<file path="src/rtl/im_loader_pkg.sv">
// Shared definitions for the instruction-memory loader: FSM encoding and IM geometry.
package im_loader_pkg;

  localparam int IM_AW          = 10;
  localparam int IM_DEPTH_WORDS = 256;

  typedef enum logic [1:0] {
    IDLE  = 2'd0,
    LOAD  = 2'd1,
    WRITE = 2'd2,
    DONE  = 2'd3
  } ld_state_t;

endpackage

</file>
<file path="src/rtl/im_loader_if.sv">
// Loader bus: host-side control/byte stream plus the IM write port and status.
interface im_loader_if #(parameter int AW = im_loader_pkg::IM_AW);
  logic          start;
  logic [AW:0]   len_words;
  logic          byte_valid;
  logic [7:0]    byte_data;
  logic          byte_ready;
  logic          im_we;
  logic [AW-1:0] im_addr;
  logic [31:0]   im_wdata;
  logic          busy;
  logic          cpu_hold;
  logic          done;
  logic          err;

  modport master (
    output start, len_words, byte_valid, byte_data,
    input  byte_ready, im_we, im_addr, im_wdata, busy, cpu_hold, done, err
  );

  modport slave (
    input  start, len_words, byte_valid, byte_data,
    output byte_ready, im_we, im_addr, im_wdata, busy, cpu_hold, done, err
  );
endinterface

</file>
<file path="src/rtl/im_word_packer.sv">
// Packs four bytes, MSB first, into a big-endian 32-bit word.
module im_word_packer (
  input  logic        clk,
  input  logic        reset,
  input  logic        clr,
  input  logic        push,
  input  logic [7:0]  din,
  output logic [31:0] word,
  output logic        word_full
);
  logic [1:0] byte_cnt;

  // Asserted in the cycle the fourth byte of a word is being pushed.
  assign word_full = push && (byte_cnt == 2'd3);

  always_ff @(posedge clk or posedge reset) begin
    if (reset) begin
      word     <= '0;
      byte_cnt <= '0;
    end else if (clr) begin
      byte_cnt <= '0;
    end else if (push) begin
      word     <= {word[23:0], din};
      byte_cnt <= byte_cnt + 2'd1;
    end
  end
endmodule

</file>
<file path="src/rtl/im_loader.sv">
// Streams a program byte-by-byte into instruction memory, holding the CPU until the load finishes.
module im_loader
  import im_loader_pkg::*;
#(
  parameter int AW          = IM_AW,
  parameter int DEPTH_WORDS = IM_DEPTH_WORDS
) (
  input logic        clk,
  input logic        reset,
  im_loader_if.slave bus
);
  localparam logic [AW:0] MAX_LEN = (AW+1)'(DEPTH_WORDS);
  localparam logic [AW:0] ONE_LEN = (AW+1)'(1);

  ld_state_t     state;
  logic [AW-1:0] addr;
  logic [AW:0]   remaining;
  logic          byte_ready_q, im_we_q, busy_q, done_q, err_q;
  logic          push, clr, word_full;
  logic [31:0]   word;

  assign push = bus.byte_valid && byte_ready_q;
  assign clr  = (state == IDLE) && bus.start;

  im_word_packer u_packer (
    .clk       (clk),
    .reset     (reset),
    .clr       (clr),
    .push      (push),
    .din       (bus.byte_data),
    .word      (word),
    .word_full (word_full)
  );

  always_ff @(posedge clk or posedge reset) begin
    if (reset) begin
      state        <= IDLE;
      addr         <= '0;
      remaining    <= '0;
      byte_ready_q <= 1'b0;
      im_we_q      <= 1'b0;
      busy_q       <= 1'b0;
      done_q       <= 1'b0;
      err_q        <= 1'b0;
    end else begin
      im_we_q <= 1'b0;
      done_q  <= 1'b0;
      err_q   <= 1'b0;
      unique case (state)
        IDLE: begin
          if (bus.start) begin
            if (bus.len_words == '0) begin
              state  <= DONE;
              busy_q <= 1'b1;
              done_q <= 1'b1;
            end else if (bus.len_words > MAX_LEN) begin
              err_q <= 1'b1;
            end else begin
              state        <= LOAD;
              remaining    <= bus.len_words;
              addr         <= '0;
              busy_q       <= 1'b1;
              byte_ready_q <= 1'b1;
            end
          end
        end
        LOAD: begin
          if (word_full) begin
            state        <= WRITE;
            byte_ready_q <= 1'b0;
            im_we_q      <= 1'b1;
          end
        end
        WRITE: begin
          remaining <= remaining - ONE_LEN;
          // Address stays on the last word so it never points past the program.
          if (remaining == ONE_LEN) begin
            state  <= DONE;
            done_q <= 1'b1;
          end else begin
            addr         <= addr + 1'b1;
            state        <= LOAD;
            byte_ready_q <= 1'b1;
          end
        end
        DONE: begin
          state  <= IDLE;
          busy_q <= 1'b0;
        end
      endcase
    end
  end

  assign bus.byte_ready = byte_ready_q;
  assign bus.im_we      = im_we_q;
  assign bus.im_addr    = addr;
  assign bus.im_wdata   = word;
  assign bus.busy       = busy_q;
  assign bus.cpu_hold   = busy_q;
  assign bus.done       = done_q;
  assign bus.err        = err_q;
endmodule

</file>
<file path="src/flat_wrapper.sv">
// flat-port wrapper written by rule: the top's interface ports become plain ports
module im_loader_flat import im_loader_pkg::*;
#(
  parameter int AW          = IM_AW,
  parameter int DEPTH_WORDS = IM_DEPTH_WORDS
)
  (clk, reset, bus_start, bus_len_words, bus_byte_valid, bus_byte_data, bus_byte_ready, bus_im_we, bus_im_addr, bus_im_wdata, bus_busy, bus_cpu_hold, bus_done, bus_err);
  im_loader_if #(.AW(AW)) bus_i ();
  input logic clk;
  input logic reset;
  input wire logic [$bits(bus_i.start)-1:0] bus_start;
  input wire logic [$bits(bus_i.len_words)-1:0] bus_len_words;
  input wire logic [$bits(bus_i.byte_valid)-1:0] bus_byte_valid;
  input wire logic [$bits(bus_i.byte_data)-1:0] bus_byte_data;
  output wire logic [$bits(bus_i.byte_ready)-1:0] bus_byte_ready;
  output wire logic [$bits(bus_i.im_we)-1:0] bus_im_we;
  output wire logic [$bits(bus_i.im_addr)-1:0] bus_im_addr;
  output wire logic [$bits(bus_i.im_wdata)-1:0] bus_im_wdata;
  output wire logic [$bits(bus_i.busy)-1:0] bus_busy;
  output wire logic [$bits(bus_i.cpu_hold)-1:0] bus_cpu_hold;
  output wire logic [$bits(bus_i.done)-1:0] bus_done;
  output wire logic [$bits(bus_i.err)-1:0] bus_err;
  assign bus_i.start = bus_start;
  assign bus_i.len_words = bus_len_words;
  assign bus_i.byte_valid = bus_byte_valid;
  assign bus_i.byte_data = bus_byte_data;
  assign bus_byte_ready = bus_i.byte_ready;
  assign bus_im_we = bus_i.im_we;
  assign bus_im_addr = bus_i.im_addr;
  assign bus_im_wdata = bus_i.im_wdata;
  assign bus_busy = bus_i.busy;
  assign bus_cpu_hold = bus_i.cpu_hold;
  assign bus_done = bus_i.done;
  assign bus_err = bus_i.err;
  im_loader #(.AW(AW), .DEPTH_WORDS(DEPTH_WORDS)) u_core (.clk(clk), .reset(reset), .bus(bus_i));
endmodule
</file>
<file path="config.mk">
export PLATFORM = sky130hd
export DESIGN_NAME = im_loader_flat
export DESIGN_NICKNAME = d
export VERILOG_FILES = /design/src/rtl/im_loader_pkg.sv /design/src/rtl/im_loader_if.sv /design/src/rtl/im_word_packer.sv /design/src/rtl/im_loader.sv /design/src/flat_wrapper.sv
export SDC_FILE = /design/constraint.sdc
export NUM_CORES = 1
export LEC_CHECK = 0
export ABC_AREA = 1
export CORE_MARGIN = 1
export CORE_UTILIZATION = 50
export DETAILED_ROUTE_END_ITERATION = 10
export GPL_TIMING_DRIVEN = 0
export PLACE_DENSITY = 0.78
export SYNTH_ARGS = -nofsm -noshare
export SYNTH_HDL_FRONTEND = slang
export SYNTH_SLANG_ARGS = --single-unit
</file>
<file path="constraint.sdc">
create_clock -name clk -period 4.2 [get_ports clk]
set_input_delay 0.84 -clock clk [delete_from_list [all_inputs] [get_ports clk]]
set_output_delay 0.84 -clock clk [all_outputs]
set_load 0.03 [all_outputs]
</file>
Word level (Yosys, flattened, before mapping)
Cells that the tools add are included.
Storage, ports and cells
  output and inout port bits: 48
  bits of input ports: 23
  RAM bits: 0
  latch bits: 0
  flip-flop bits (word level): 62
  logic and storage cells: 77
  memories kept: 0
  memory bits (read-only): 0
Cells by class
  shifts and indexed selects: 0
  muxes and demuxes: 36
  magnitude comparators: 1
  $add $sub $neg: 3
  divide/modulo/power cells: 0
  multiply operators: 0
  bitwise gates (word level): 1
  equality and inequality tests: 11
  reductions and logical operators: 15
Operator list (number)
  10-bit 2-to-1 mux: 4
  11-bit 2-to-1 mux: 3
  11-bit case mux with 2 select lines: 1
  10-bit case mux with 2 select lines: 1
  1-bit 2-to-1 mux: 16
  2-bit 2-to-1 mux: 7
  11-bit by 1-bit equality test with 1-bit output (second input constant): 1
  11-bit by 9-bit > comparator with 1-bit output (second input constant): 1
  11-bit zero test: 1
  11-bit by 1-bit subtractor with 11-bit output (second input constant): 1
  10-bit by 1-bit adder with 10-bit output (second input constant): 1
  2-bit != test (second input constant): 5
  2-bit case mux with 4 select lines: 1
  2-bit equality test (second input constant): 3
  3-bit AND reduction: 2
  6-bit AND reduction: 1
  2-bit nonzero test: 3
  5-bit AND reduction: 1
  1-bit case mux with 2 select lines: 2
  4-bit AND reduction: 1
  1-bit logical AND: 3
  3-bit != test (second input constant): 1
  1-bit case mux with 3 select lines: 1
  3-bit nonzero test: 1
  5 further kinds: 5

Depth between registers and ports, before layout
  depth in word-level cells: 5
  depth in mapped cells: 11
  depth with buffers taken out: 11

Cells and area by module
From an unflattened synthesis, not the netlist that was laid out.
Second synthesis, totals
  cell total of the unflattened synthesis: 445
  area, all modules: 3564.7 µm²
Modules (own cells, without submodules)
  im_loader: sequential area each 700.7 µm², area an instance 2035.7 µm², instances 1, cells each 291
  im_word_packer: sequential area each 850.8 µm², area an instance 1529.0 µm², instances 1, cells each 154

Worst setup path before layout
Ideal clock, no wire load.
  kind: input-to-reg
  start: input bus_len_words[1]
  end: register u_core.remaining[1]
  slack: 2.386 ns
  setup time: 0.120 ns
  buffers on the path: 1
  data required time: 4.080 ns
  arrival time: 1.693 ns
  stages on the path: 9
  cells stage by stage: nor2_1 nand2_1 nor2_2 nand2_1 nand2_2 nand3_2 inv_2 buf_6 o21ai_2
On the way
  longest elaborated chain between the ends: 4
  elaborated cells on any way between the ends: 9
  classes of those cells: order compare: 1; eq/ne: 2; mux: 4; reduce/logical: 2
RTL lines
  start: declaration: RTL line flat_wrapper.sv:12  | input wire logic [$bits(bus_i.len_words)-1:0] bus_len_words;
  branches (longest 4 deep; another with 11-bit by 9-bit > comparator with 1-bit output)
  end signal: assignment: RTL line im_loader.sv:60  | remaining <= bus.len_words;
  end signal: assignment: RTL line im_loader.sv:75  | remaining <= remaining - ONE_LEN;
  end: declaration: RTL line im_loader.sv:17  | logic [AW:0] remaining;
Parallel ways; which one is timed is not known. The select of a mux whose other input is x is not followed.
A chain may end at the register's enable or synchronous reset.

Worst setup path in the final report
  start: register u_core.addr[4] (netlist: u_core.bus.im_addr[4])
  end: output bus_im_addr[4]
RTL lines
  start: declaration: RTL line im_loader.sv:16  | logic [AW-1:0] addr;
  start signal: assignment: RTL line im_loader.sv:81  | addr <= addr + 1'b1;
  end: declaration: RTL line flat_wrapper.sv:17  | output wire logic [$bits(bus_i.im_addr)-1:0] bus_im_addr;
No word-level cell between the ends.

==> results.yml <==
grt:
  antenna_found_initial: 0
  grt_pass1_vias: 2739
  grt_pass1_wl_mm: 11.9
  grt_max_degree: 39
  track_usage: 0.240
  gr-total-overflow: 0
cells_and_area:
  utilization: 0.695
  final_cells: 569
  fill_cells: 474
  regArea_mm2: 0.00155
  multi_input_comb_area_mm2: 0.00138
  synthToLayoutAreaGrowth_pct: 31.8
  layout-drive-gt1-share: 0.115
  layout.nets: 516
  antennaDiodeCount: 0
timing:
  relSlewSlack: 0.623
  finalCritPeriodShare: 0.556
  rsz0062_at_grt: "no"
  worst_slew_pin_slew_ns: 0.565
  fmax_mhz: 428
  skew_ns: 0.00645
  finalHoldViolations: 0
  period_minus_slack_ns: 2.33
  drv_slew: 0
  timing.final.ws_setup_ns: 1.87
  setup_viol: 0
  tns_ns: 0
setup_path:
  crit_chain: "clkdlybuf4s50_1"
  slowest_delay_ns: 0.71
  cp.required_ns: 3.36
  worstSetupStartpointType: "register"
  crit_path_end_kind: "primary output"
  arrival_ns: 1.49
  critPathSlowestCell: "clkdlybuf4s50_1"
  cp_top_family: "buffers and inverters"
  criticalPathCategory: "reg -> out"
  crit_path_max_fanout: 6
  path_buf_inv: 1
floorplanning:
  dieArea_mm2: 0.00664
  initial_core_util: 0.527
  io_pins: 71
  rows: 28
  die_w_um: 81.5
  core_mm2: 0.00599
  die_h_um: 81.5
placement:
  portBuffers: 70
  gp_congestion: 0.863
  pre_cts_ws_ns: 1.67
  dp.cells: 553
  hpwlAfterDp_mm: 5.13
power_and_ir_drop:
  power.density_mw_per_mm2: 730
  power.leakage_uw: 0.00199
  ir_drop_mv: 0.451
flow_run:
  cap_violations: 0
yosys:
  synth_edf_count: 0
  synthDistinctLibCells: 27
  synth_top_flop_cell: "dfrtp_1"
  ys_top_cells_by_area: "dfrtp_1, nand2_1, nor2_1, inv_1, nand3_1"
  synth.most_common_cell: "nand2_1"
  ys_seq_area_frac: 0.491
  async_flop_share: 1.00
  synth_top_area_frac: 0.491
  synth_seq_cells: 62
  synth_fp_nets: 434
  ys_top_cells_by_count: "nand2_1, dfrtp_1, nor2_1"
  ys_warn_count: 0
  synthCells: 407
  syn_area_per_cell_um2: 7.76
  synth_area_mm2: 0.00316
  yosysTopAreaCell: "dfrtp_1"
clock_network:
  cts_tree: "done"
  cts_setup_buffers: 0
  cts_root_buffer: "clkbuf_8"
  h-tree-depth: 3
  clk_path_buf_depth: 2
  cts.clk_slew.worst_paths_ns: 0.07
  cts_resized: 0
  cts_buffers: 9
  hold_buffers: 0
  cts_sinks: 62
  clock_latency_ns: 0.33
run_status:
  status: "finished, final reports clean"
drt:
  ant_nets: 0
  vias_per_cell: 5.05
  routed_wirelength_mm: 7.10
  wl_per_cell_um: 12.5
  first_pass_iters: 4
  vias: 2872
  drt_iter0_drc: 238
  drc: 0
worst_hold_path:
  worstHoldPathType: "reg -> reg"
[path summary, 6_finish.rpt]
| kind | start | endpoint | slack, ns | depth (start not counted) |
|---|---|---|---|---|
| worst min register to register | u_core.u_packer.word[29] | u_core.u_packer.word[29] | 0.47 | 2 |
| worst max-delay path | u_core.bus.im_addr[4] | bus_im_addr[4] | 1.87 | 1 |
| worst min-delay path | u_core.u_packer.word[29] | u_core.u_packer.word[29] | 0.47 | 2 |
| worst max register to register | u_core.remaining[0] | u_core.remaining[10] | 2.60 | 9 |
| min in group asynchronous | reset | u_core.remaining[4] | 0.87 | 2 |
| max in group asynchronous | reset | u_core.u_packer.byte_cnt[0] | 2.72 | 3 |
[stage by stage]
step | power, uW | instance area (um^2) | hold slack, ns
2_1_floorplan | 1980 | 3160 | 0.453
3_3_place_gp | 2490 | 3950 | 0.456
3_5_place_dp | 2540 | 3970 | 0.462
4_1_cts | 3060 | 4160 | 0.480
5_1_grt | 3260 | 4160 | 0.504
6_report | 3040 | 4160 | 0.475
[sequential cells by signal, indices dropped and copies added, names as in the netlist]
register,cells
u_core.bus.im_addr,10
u_core.state,2
u_core.u_packer.word,32
u_core.remaining,11
u_core.bus.im_we,1
u_core.bus.done,1
u_core.bus.byte_ready,1
u_core.bus.busy,1
u_core.u_packer.byte_cnt,2
u_core.bus.err,1
[report_power, final]
group | internal, uW | switching, uW | total (uW)
combinational | 576 | 938 | 1510
sequential | 826 | 184 | 1010
clock | 272 | 241 | 513
[cell usage in the layout (no fill, tap or decap), types with 3 or more instances in the layout]
cell type	netlist	final
inv_1	33	32
nor2_1	42	42
clkdlybuf4s50_1	0	70
nand2_2	4	4
nand4_1	4	4
o21ai_1	9	9
o21ai_2	10	10
xor2_1	3	3
buf_2	5	5
ha_1	4	4
nor3_1	3	3
buf_4	5	5
nor2_4	3	3
clkinvlp_4	0	3
dfrtp_1	62	62
nand2_1	157	157
xnor2_1	3	3
o21ai_0	19	19
nand3_1	23	23
inv_2	6	7
clkbuf_8	0	9
[final cells by class]
class	count	share of cell area
Buffer	12	0.0204
Timing Repair Buffer	71	0.173
Tap cell	75	0.0225
Inverter	39	0.0352
Multi-Input combinational cell	294	0.330
Sequential cell	62	0.373
Clock inverter	6	0.0150
Clock buffer	10	0.0307
[per-layer routing]
metal  up-vias  track usage  share of wire  wire (um)
met1      1344        0.295           0.45       3220
met3        11       0.0689          0.073        518
li1       1438            -              -          -
met5         -            0              0          0
met2        79        0.388           0.46       3280
met4         0        0.113          0.012         86
[cell families (layout without fill, tap and decap cells)]
kind of cell | after synthesis | after routing | synth area share
AOI/OAI and AO/OA | 41 | 41 | 0.0777
xor gates and xnor gates | 6 | 6 | 0.0166
adders and majority gates | 4 | 4 | 0.0158
buffers and inverters | 51 | 138 | 0.0733
DFF | 62 | 62 | 0.491
and+or+nand+nor | 243 | 243 | 0.325
Note: power is estimated with default switching activity, not from simulation.
